## src/rtl/funrv32_pkg.sv

```systemverilog
// Shared definitions for the RV32 integer register file slice.
package funrv32_pkg;

  localparam int XLEN_DEFAULT = 32;
  localparam int REG_ADDR_W   = 5;
  localparam int NUM_REGS     = 32;

  typedef enum logic {
    ST_CLEAR = 1'b0,
    ST_RUN   = 1'b1
  } rf_state_e;

  localparam logic [REG_ADDR_W-1:0] CLR_FIRST = 5'd1;
  localparam logic [REG_ADDR_W-1:0] CLR_LAST  = 5'd31;

endpackage

```

## src/rtl/rv32_rf_clr_seq.sv

```systemverilog
// Post-reset zero-fill sequencer: walks x1..x31 once, then parks in RUN.
module rv32_rf_clr_seq
  import funrv32_pkg::*;
#(
  parameter bit CLEAR_ON_RESET = 1'b1
) (
  input  logic                  clk,
  input  logic                  resetb,
  output logic                  busy,
  output logic [REG_ADDR_W-1:0] clr_addr,
  output logic                  clr_we
);

  localparam rf_state_e RESET_STATE = CLEAR_ON_RESET ? ST_CLEAR : ST_RUN;

  rf_state_e             state_r;
  rf_state_e             state_nxt_s;
  logic [REG_ADDR_W-1:0] clr_cnt_r;
  logic [REG_ADDR_W-1:0] clr_cnt_nxt_s;

  // State and sweep counter registers.
  always_ff @(posedge clk or negedge resetb) begin
    if (!resetb) begin
      state_r   <= RESET_STATE;
      clr_cnt_r <= CLR_FIRST;
    end else begin
      state_r   <= state_nxt_s;
      clr_cnt_r <= clr_cnt_nxt_s;
    end
  end

  // Next-state: the counter holds at the last address instead of wrapping.
  always_comb begin
    state_nxt_s   = state_r;
    clr_cnt_nxt_s = clr_cnt_r;
    case (state_r)
      ST_CLEAR: begin
        if (clr_cnt_r == CLR_LAST) begin
          state_nxt_s = ST_RUN;
        end else begin
          clr_cnt_nxt_s = clr_cnt_r + 5'd1;
        end
      end
      ST_RUN: begin
        state_nxt_s = ST_RUN;
      end
      default: begin
        state_nxt_s   = RESET_STATE;
        clr_cnt_nxt_s = CLR_FIRST;
      end
    endcase
  end

  assign busy     = (state_r == ST_CLEAR);
  assign clr_addr = clr_cnt_r;
  assign clr_we   = (state_r == ST_CLEAR);

endmodule

```

## src/rtl/rv32_regfile_2r1w.sv

```systemverilog
// RV32 integer register file: two registered read ports, one write port,
// write-first forwarding, and an optional zero-fill sweep after reset.
module rv32_regfile_2r1w
  import funrv32_pkg::*;
#(
  parameter int XLEN           = XLEN_DEFAULT,
  parameter bit CLEAR_ON_RESET = 1'b1
) (
  input  logic                  clk,
  input  logic                  resetb,
  input  logic                  we,
  input  logic [REG_ADDR_W-1:0] ad,
  input  logic [XLEN-1:0]       rd,
  input  logic [REG_ADDR_W-1:0] a1,
  input  logic [REG_ADDR_W-1:0] a2,
  output logic [XLEN-1:0]       r1,
  output logic [XLEN-1:0]       r2,
  output logic                  ready
);

  // x0 is hard-wired to zero, so storage starts at x1.
  logic [XLEN-1:0] mem_r [1:NUM_REGS-1];

  logic                  clr_busy_s;
  logic [REG_ADDR_W-1:0] clr_addr_s;
  logic                  clr_we_s;

  logic                  wr_en_s;
  logic [REG_ADDR_W-1:0] wr_addr_s;
  logic [XLEN-1:0]       wr_data_s;
  logic [XLEN-1:0]       r1_nxt_s;
  logic [XLEN-1:0]       r2_nxt_s;
  logic                  ready_nxt_s;
  logic [XLEN-1:0]       r1_r;
  logic [XLEN-1:0]       r2_r;
  logic                  ready_r;

  rv32_rf_clr_seq #(
    .CLEAR_ON_RESET(CLEAR_ON_RESET)
  ) u_clr_seq (
    .clk     (clk),
    .resetb  (resetb),
    .busy    (clr_busy_s),
    .clr_addr(clr_addr_s),
    .clr_we  (clr_we_s)
  );

  // Storage write-port mux; the sweep owns the port while busy.
  always_comb begin
    wr_en_s   = 1'b0;
    wr_addr_s = clr_addr_s;
    wr_data_s = {XLEN{1'b0}};
    if (clr_busy_s) begin
      wr_en_s   = clr_we_s;
      wr_addr_s = clr_addr_s;
      wr_data_s = {XLEN{1'b0}};
    end else begin
      wr_en_s   = we && (ad != 5'd0);
      wr_addr_s = ad;
      wr_data_s = rd;
    end
  end

  // Storage array, no reset so it can map onto RAM.
  always_ff @(posedge clk) begin
    if (wr_en_s && (wr_addr_s != 5'd0)) begin
      mem_r[wr_addr_s] <= wr_data_s;
    end
  end

  // Read-data selection with write-first forwarding.
  always_comb begin
    r1_nxt_s = {XLEN{1'b0}};
    r2_nxt_s = {XLEN{1'b0}};
    if (clr_busy_s) begin
      r1_nxt_s = {XLEN{1'b0}};
      r2_nxt_s = {XLEN{1'b0}};
    end else begin
      if (a1 == 5'd0) begin
        r1_nxt_s = {XLEN{1'b0}};
      end else if (we && (ad == a1)) begin
        r1_nxt_s = rd;
      end else begin
        r1_nxt_s = mem_r[a1];
      end
      if (a2 == 5'd0) begin
        r2_nxt_s = {XLEN{1'b0}};
      end else if (we && (ad == a2)) begin
        r2_nxt_s = rd;
      end else begin
        r2_nxt_s = mem_r[a2];
      end
    end
  end

  // ready rises together with the FSM entering RUN.
  assign ready_nxt_s = !clr_busy_s || (clr_addr_s == CLR_LAST);

  // Registered read data and ready.
  always_ff @(posedge clk or negedge resetb) begin
    if (!resetb) begin
      r1_r    <= {XLEN{1'b0}};
      r2_r    <= {XLEN{1'b0}};
      ready_r <= 1'b0;
    end else begin
      r1_r    <= r1_nxt_s;
      r2_r    <= r2_nxt_s;
      ready_r <= ready_nxt_s;
    end
  end

  assign r1    = r1_r;
  assign r2    = r2_r;
  assign ready = ready_r;

endmodule
```

## config.mk

```make
export PLATFORM = sky130hd
export DESIGN_NAME = rv32_regfile_2r1w
export DESIGN_NICKNAME = d
export VERILOG_FILES = /design/src/rtl/funrv32_pkg.sv /design/src/rtl/rv32_rf_clr_seq.sv /design/src/rtl/rv32_regfile_2r1w.sv
export SDC_FILE = /design/constraint.sdc
export NUM_CORES = 1
export LEC_CHECK = 0
export BUFFER_PORTS_ARGS = -buffer_cell sky130_fd_sc_hd__buf_2
export CAP_MARGIN = 25
export CORE_MARGIN = 1.5
export CORE_UTILIZATION = 51
export CTS_BUF_LIST = sky130_fd_sc_hd__clkbuf_16
export CTS_CLUSTER_SIZE = 8
export DETAILED_ROUTE_END_ITERATION = 12
export HOLD_SLACK_MARGIN = 0.15
export PLACE_DENSITY = 0.67
export SLEW_MARGIN = 20
export SYNTH_ARGS = -nofsm -noshare
export SYNTH_HDL_FRONTEND = slang
export SYNTH_HIERARCHICAL = 1
export SYNTH_SLANG_ARGS = --single-unit
```

## constraint.sdc

```tcl
create_clock -name clk -period 3.76 [get_ports clk]
set_input_delay 0.376 -clock clk [delete_from_list [all_inputs] [get_ports clk]]
set_output_delay 0.376 -clock clk [all_outputs]
set_load 0.1 [all_outputs]
```

; Word level (Yosys, flattened, before mapping)
; Memory sizes are Yosys's and may differ from the RTL's.
; Cells that the tools add are included.
[totals]
latch_bits = 0
register_bits = 71
ramBits = 992
inputBits = 50
word_cells = 35
mem_bits_ro = 0
memories = 1
out_inout_bits = 65
[memory_table]
columns = memory, depth, width, rd, rd_clocked_by_memory_dff, wr, line
row1 = mem_r, 31, 32, 2, 0, 1, rv32_regfile_2r1w.sv:22  ; logic [XLEN-1:0] mem_r [1:NUM_REGS-1];
[classes]
n_mux = 13
n_eq_ne = 3
order_cmp = 0
div = 0
reduce_logical = 10
mul = 0
shift = 0
n_addsub = 1
n_bitwise = 2
[op_table]
columns = operator, n
row1 = $mux W32, 7
row2 = $eq A5 B5 Y1, 2
row3 = $logic_not A5 Y1, 2
row4 = $reduce_bool A5 Y1, 2
row5 = $add A5 B1 Y5 const B, 1
row6 = $eq A5 B5 Y1 const B, 1
row7 = $mux W5, 1
row8 = $logic_and A1 B1 Y1, 4
row9 = $mux W1, 4
row10 = $not A1 Y1, 2
row11 = $pmux W1 S2, 1
row12 = $reduce_and A2 Y1, 1
row13 = $logic_or A1 B1 Y1, 1

; Depth between registers and ports, before layout
; Gate-level depths: netlist of run 1.
[depth]
word_depth = 6
depth_mapped = 9
ltp_nobuf = 6

; By module
; Netlist of run 1, hierarchy kept.
[modules_own_cells]
columns = mod, cells_each, seq_area_each_um2, area_per_inst_um2, instances
row1 = rv32_regfile_2r1w, 2712, 31415.1, 48639.1, 1
row2 = rv32_rf_clr_seq, 20, 151.4, 267.8, 1

; Worst setup path after synthesis of run 1
; Ideal clock, no wire load.
[synth_timing]
path_kind = reg-to-reg
from = reg u_clr_seq.state_r
to = mem mem_r[4][0] (netlist bit), enable pin
t_required_ns = 3.339
path_buffers = 2
arrival_ns = 2.852
synth_period_minus_slack_ns = 3.274
setup_ns = 0.421
setup_slack_ns = 0.486
stages_incl_launch_ff = 8
path_cell_list = dfrtp_1 inv_1 clkbuf_1 clkbuf_1 nand2_1 o32ai_1 nand2_1 nor2_1
[synth_between]
elab_chain_cells = 5
word_cells_on_any_way = 7
cone_classes = mux: 4 / bitwise: 1 / reduce/logical: 2
[synth_rtl]
columns = item, line
row1 = start: declaration, rv32_rf_clr_seq.sv:16  ; rf_state_e state_r;
row2 = start signal: assignment, rv32_rf_clr_seq.sv:27  ; state_r <= state_nxt_s;
row3 = $mux W5 / $not A1 Y1 (equally long branches), -
row4 = $reduce_bool A5 Y1 / $mux W1 (equally long branches), "rv32_regfile_2r1w.sv:66, rv32_regfile_2r1w.sv:53"
row5 = $logic_and A1 B1 Y1, rv32_regfile_2r1w.sv:66  ; if (wr_en_s && (wr_addr_s != 5'd0)) begin
row6 = $mux W1, rv32_regfile_2r1w.sv:66
row7 = $mux W1 (not written as such), rv32_regfile_2r1w.sv:67  ; mem_r[wr_addr_s] <= wr_data_s;
row8 = end: declaration, rv32_regfile_2r1w.sv:22
; Several ways; a longest one is shown, not always the timed one.

; Worst setup path after layout of run 1
[layout_timing]
from = reg u_clr_seq.state_r
to = mem mem_r[24][21] (netlist bit), enable pin
; The elaborated chain is that of the path after synthesis.

==> impl_results.md, run 1 <==
* Num ports at 115
* Critical Path RT at 4.19 ns
* Die ar. at 97800 sq um
* CTS Root Cell: clkbuf_16
* Xor/xnor share of the synthesized area at 0.233%
* RSZ-0062 raised after global routing: no
* DIE WIDTH at 313 um
* Critical-path cell list: inv_2 -> mux2i_1 -> nand2_1 -> o21ai_1 -> buf_4 -> nor2_4 -> buf_12
* Fmax at 305 MHz
* CTS tree: done
* Pins Over Slew Limit at 0
* All-Layer GR Usage at 31.6%
* Status: complete, no violations
* Routed WL per cell at 35.5 um
* ANT cells at 0
* Die Y at 313 um
* Number of global-route vias before repair at 31000
* Initial antenna violation count at 6
* GPL Wtd Cong at 0.909
* Synth Area in Compound Gates at 6.41%
* Worst-Skew Late Latency at 0.75 ns
* First-pass GRT wire length at 220000 um
* Post-synthesis mux area share at 22.0%
* Final core utilization at 59.2%
* Synth warn at 6
* Slew @ Worst Pin at 0.982 ns
* Largest net degree at the start of global routing at 78
* Layout cells sized above 1 at 31.2%
* Max transition margin at 34.6%
* Grt total ovfl at 0
* IO Port Bufs at 114
* Core Region at 95000 sq um
* Fin crit period at 3.28 ns
* Fill count at 6927
* Final ANT Viol Nets at 0
* Slowest CP cell: inv_2
* Final setup viols at 0
* Max stage delay on crit path at 0.61 ns
* Top_reg_cell synth: edfxtp_1
* Synth Area per Inst at 17.9 sq um
* Syn Nets at 2784
* Setup TNS at 0 ns
* Clock sink count at 1063
* Crit path arrival time at 3.71 ns
* Drt via density at 7.08
* VDD IR max at 0.411 mV
* Sw Ratio at 25.0%
* # nets final at 3018
* CP Class: flop to flop
* Period utilization at 87.2%
* Post-route cell area at 56200 sq um
* Multi-input logic area at 16300 sq um
* # rows at 113
* Total Routed Length at 153000 um
* Int Power at 21300 uW
* CTS buffer count at 150
* DP HPWL at 94800 um
* Fin. Hold Viols at 0
* Yosys reg bits at 1063
* Sequential power share at 46.5%
* Sw Pwr at 7080 uW
* CP Launch Point: u_clr_seq/state_r$_DFF_PN0_
* Longest Clk Path Bufs at 3
* Clk pwr share at 43.1%
* DRC viols at 0
* Maximum fanout along the worst path at 34
* Buffers and inverters on the worst path at 3
* Fin Clk Skew at 0.0171 ns
* Crit start category: flop
* Post-place instance area at 51600 sq um
* Clk slew on worst S/H paths at 0.05 ns
* Netlist Area Pre-Place at 48900 sq um
* Total leakage power at 0.0188 uW
* Total of max-cap violations at 0
* H-tree levels at 4
* Logic gate share of total power at 10.4%
* PwrDens at 504 nW/um^2
* Distinct cells, synth at 58
* RR Startpoint: u_clr_seq/state_r$_DFF_PN0_
* Syn-to-layout area delta at 15.0%
* Endpoint class of the critical path: flop
* Top cell family by delay on the critical path: buffers and inverters
* Post-synth EDFFs at 992
* Syn Inst Count at 2732
* Adder-cell share of the synthesized area at 0.0512%
* First drt pass iteration count at 7
* Sequential area share after synthesis at 64.5%
* Post-Synth Simple-Gate Area at 3.96%
* Starting DRT DRC Count at 4557
* Asr flop ratio synth at 6.68%
* Starting density of the core at 51.5%
* Register area at 31600 sq um
* Via count at 30500
* Largest family of logic cells by synthesized area: multiplexers
* Worst hold path class: input port to async pin
[power groups by stage]
stage	logic, uW	registers [uW]	clock network [uW]
final	2950	13200	12200
after global routing	3030	13200	12800
after CTS	2900	13200	12300
after detailed placement	2870	13400	0
after global placement	2840	13400	0
after floorplan	1290	14000	0
[worst paths after layout]
| kind | cells past startpoint | slack, ns | endpoint |
|---|---|---|---|
| max | 7 | 0.48 | mem_r[24][21]$_DFFE_PP_ |
| min | 2 | 0.25 | ready$_DFF_PN0_ |
| max reg2reg | 7 | 0.48 | mem_r[24][21]$_DFFE_PP_ |
| min reg2reg | 2 | 0.57 | u_clr_seq/state_r$_DFF_PN0_ |
| max in group asynchronous | 2 | 2.82 | r2[10]$_DFF_PN0_ |
| min in group clk | 4 | 0.27 | r2[19]$_DFF_PN0_ |
[synth_stat cells (all sizes together) (2+ instances only)]
library cell  instances  area [sq um]
a211oi               77           578
a22o                 31           272
a22oi                19           143
a31oi                51           319
and3b                 3          26.3
buf                 143          1010
clkbuf               85           325
dfrtp                70          1750
edfxtp              992         29800
ha                    2          25.0
inv                   6          22.5
mux2                 67           754
mux2i               180          1800
mux4                365          8220
nand2                39           146
nand2b                9          56.3
nand3                 8          50.1
nand3b                3          22.5
nor2                129           492
nor2b                69           432
nor3                 17          85.1
nor3b                 2          20.0
nor4                 33           206
o21ai                74           370
o221a                13           146
o221ai               93           815
o22ai                65           407
o32ai                 3          26.3
or2                   4          25.0
or3                  51           319
or3b                  3          26.3
xnor2                 4          35.0
xor2                  9          78.8
[metrics by stage]
step / setup slack, ns / cells / total power, uW / hold slack, ns
after floorplan: 0.486 / 2732 / 15300 / 0.0804
after global placement: 0.691 / 4044 / 16200 / 0.534
after detailed placement: 0.647 / 4044 / 16300 / 0.498
after CTS: 0.619 / 4305 / 28400 / 0.270
after global routing: 0.383 / 4307 / 29000 / 0.297
final: 0.480 / 4307 / 28300 / 0.250
[what timing repair did]
item,in CTS,in global routing
buffers inserted,0,0
setup endpoints to repair,0,0
endpoints found under the hold margin,135,0
hold buffers,33,0
resized for setup,0,0
[final cells by class]
class                   count  share of cell area [%]
flip-flops and latches   1063                    56.1
well taps                1265                    2.81
inverters                   7                  0.0467
clock buffers             156                    6.94
repair buffers            310                    4.49
multi-input cells        1434                    29.0
clock inverters            72                   0.594
[layer usage]
layer / share of wire, % / global-route usage (%) / wire length [um] / up-vias
met2: 46 / 48.4 / 70500 / 2248
li1: - / - / - / 12000
met4: 4.3 / 12.7 / 6620 / 2
met3: 13 / 8.59 / 19200 / 387
met1: 37 / 43.3 / 56600 / 15900
met5: 0.0046 / 0 / 7 / -
[placed cells by master, fill, tap and decap left out, drive strengths merged, types with 39 or more instances in the layout]
cell,n
mux2i,180
o221ai,93
edfxtp,992
o21ai,74
nand2,39
buf,277
o22ai,65
a211oi,77
mux4,365
dfrtp,70
nor2,129
mux2,67
inv,77
clkbuf,156
nor2b,69
or3,51
a31oi,51
[sequential cells by signal, indices dropped and copies added (netlist names)]
name,flops
ready,1
mem_r,992
u_clr_seq/clr_addr,5
u_clr_seq/state_r,1
r1,32
r2,32
[cell families (layout without fill, tap and decap cells)]
| family | after synthesis | after routing |
|---|---|---|
| xor gates and xnor gates | 13 | 13 |
| buffers and inverters | 235 | 545 |
| muxes | 612 | 612 |
| DFF | 1063 | 1063 |
| adders and majority gates | 2 | 2 |
| and+or+nand+nor | 374 | 374 |
| AOI/OAI and AO/OA | 433 | 433 |
(Power assumes the default switching activity.)
==> run 2, diff against run 1 <==
CORE_ASPECT_RATIO = 1.4   (was unset)
==> run 2 against run 1 <==
Net effect:
- sequential share of layout area about the same
- clock skew up 0.018 ns
- wire length down 2.9%
- core utilization down 0.17 points
- critical endpoint is now mem_r[17][4]$_DFFE_PP_
- largest cell class unchanged
- largest power group unchanged
- highest routed layer is now met4
==> impl_results.md, run 2 (synthesis results as in run 1) <==
* DRC viols at 0 (unchanged)
* Fin crit period at 3.15 ns (-0.133 ns)
* Fin. Hold Viols at 0 (unchanged)
* Largest net degree at the start of global routing at 73 (-6.4%)
* Drt via density at 7.05 (-0.47%)
* Num ports at 115 (unchanged)
* Longest Clk Path Bufs at 3 (unchanged)
* Most frequent cells in the layout: edfxtp_1, mux4_2, mux2i_1, clkbuf_16, buf_4
* Total of max-cap violations at 0 (unchanged)
* Logic gate share of total power at 10.2% (-0.2 points)
* Max FFs per register at 992 (unchanged)
* Most common cell after layout, fill and taps aside: edfxtp_1
* Slew @ Worst Pin at 1.03 ns (+0.0530 ns)
* Total Routed Length at 149000 um (-2.9%)
* Post-place instance area at 51500 sq um (-0.19%)
* Hold buffers post-CTS at 36 (+9.1%)
* # nets final at 3015 (-0.099%)
* Postcts setup bufs at 0 (unchanged)
* Pins Over Slew Limit at 0 (unchanged)
* Int Power at 21100 uW (-0.68%)
* Routed length on met1 at 51800 um (-8.5%)
* CTS Root Cell: clkbuf_16
* Worst-Skew Late Latency at 0.77 ns (+0.02 ns)
* Die Y at 369 um (+18%)
* Largest Register: mem_r
* Met2 WL at 73400 um (+4.0%)
* Crit start category: flop
* Die ar. at 97800 sq um (about the same)
* Sw Pwr at 7150 uW (+1.0%)
* Worst hold path class: input port to flop
* CTS tree: done
* Layout cells sized above 1 at 30.8% (-0.39 points)
* Endpoint class of the critical path: flop
* DP HPWL at 91800 um (-3.2%)
* Starting density of the core at 51.4% (-0.12 points)
* Core Region at 95200 sq um (+0.23%)
* # resized after CTS at 0 (unchanged)
* Crit path arrival time at 3.58 ns (-0.13 ns)
* All-Layer GR Usage at 30.8% (-0.76 points)
* Fmax at 318 MHz (+4.2%)
* Routed wl met3 at 15900 um (-17%)
* CTS buffer count at 150 (unchanged)
* Maximum fanout along the worst path at 27 (-21%)
* Max transition margin at 30.9% (-3.7 points)
* Top layer in use: met4
* DIE WIDTH at 265 um (-15%)
* Clock sink count at 1063 (unchanged)
* # rows at 134 (+19%)
* RSZ-0062 raised after global routing: no
* Via count at 30100 (-1.3%)
* VDD IR max at 0.329 mV (-20%)
* IO Port Bufs at 114 (unchanged)
* Critical Path RT at 4.19 ns (about the same)
* Grt total ovfl at 0 (unchanged)
* Clk slew on worst S/H paths at 0.05 ns (about the same)
* Clk pwr share at 43.3% (+0.2 points)
* First-pass GRT wire length at 215000 um (-2.2%)
* Initial antenna violation count at 4 (-2)
* Total leakage power at 0.0188 uW (about the same)
* Sequential power share at 46.5% (about the same)
* Final setup viols at 0 (unchanged)
* GPL Wtd Cong at 0.913 (+0.37%)
* Routed WL per cell at 34.8 um (-2.1%)
* Number of global-route vias before repair at 31600 (+2.1%)
* Sw Ratio at 25.3% (+0.32 points)
* Setup TNS at 0 ns (unchanged)
* Post-route cell area at 56200 sq um (about the same)
* Fin Clk Skew at 0.0348 ns (+0.0177 ns)
* Total power at 28300 uW (-0.26%)
* CP Class: flop to flop
* Status: complete, no violations
* First drt pass iteration count at 6 (-1)
* PwrDens at 503 nW/um^2 (-0.21%)
* Starting DRT DRC Count at 4088 (-10%)
* Period utilization at 83.7% (-3.5 points)
* Syn-to-layout area delta at 14.9% (about the same)
* H-tree levels at 4 (unchanged)
* Final ANT Viol Nets at 0 (unchanged)
-- run 2: cell count changes in the layout (fill, tap and decap cells not counted), moves of 4 or more --
cell       before  now
inv_1          68   77
nor2b_2         8    3
clkinv_8        1    5
buf_4         137  131
nor2b_1        57   64
clkbuf_16     156  151
-- run 2: layout make-up --
type / instances / area, sq um
Inverter: 7 / 26.3
Clock buffer: 151 / 3780
Tap cell: 1224 / 1530
Clock inverter: 86 / 485
Antenna cell: 1 / 2.50
Fill cell: 6906 / 39000
Timing Repair Buffer: 307 / 2520
Multi-Input combinational cell: 1434 / 16300
Sequential cell: 1063 / 31600
-- run 2: power by group through the flow --
stage                     logic, uW  clock network [uW]  registers [uW]
after floorplan                1290                   0           14000
after global placement         2770                   0           13400
after detailed placement       2800                   0           13400
final                          2880               12200           13200
after global routing           2970               12800           13100
after CTS                      2840               12300           13100
-- run 2: critical path, stage by stage (launching register included) --
cell	delay, ns
dfrtp_1	0.40
inv_2	0.26
buf_4	0.33
o32ai_1	0.49
nand2_1	0.35
nor2_4	0.59
buf_12	0.32
-- run 2: metrics by stage --
| stage | std cells | utilization (%) | setup slack [ns] | hold WS (ns) |
|---|---|---|---|---|
| 2_1_floorplan | 2732 | - | 0.486 | 0.0804 |
| 3_3_place_gp | 3997 | 54.1 | 0.755 | 0.376 |
| 3_5_place_dp | 3997 | 54.1 | 0.698 | 0.387 |
| 4_1_cts | 4270 | 59.0 | 0.678 | 0.234 |
| 5_1_grt | 4272 | 59.0 | 0.533 | 0.276 |
| 6_report | 4273 | 59.0 | 0.612 | 0.339 |
-- run 2: path summary, 6_finish.rpt --
path / from / to / slack [ns] / cells after the start
hold / removal: a2[3] / r2[4]$_DFF_PN0_ / 0.34 / 4
setup / recovery: u_clr_seq/state_r$_DFF_PN0_ / mem_r[17][4]$_DFFE_PP_ / 0.61 / 6
hold reg to reg: u_clr_seq/state_r$_DFF_PN0_ / u_clr_seq/state_r$_DFF_PN0_ / 0.57 / 2
max in group asynchronous: resetb / r2[26]$_DFF_PN0_ / 2.36 / 4
min in group asynchronous: resetb / u_clr_seq/clr_addr[0]$_DFFE_PN1P_ / 0.75 / 3
setup reg to reg: u_clr_seq/state_r$_DFF_PN0_ / mem_r[17][4]$_DFFE_PP_ / 0.61 / 6
-- run 2: routing by layer --
layer,global-route usage [%],vias to the layer above
met3,7.56,449
met5,0,-
met2,50.7,2084
li1,-,12000
met1,38.6,15600
met4,14.5,0
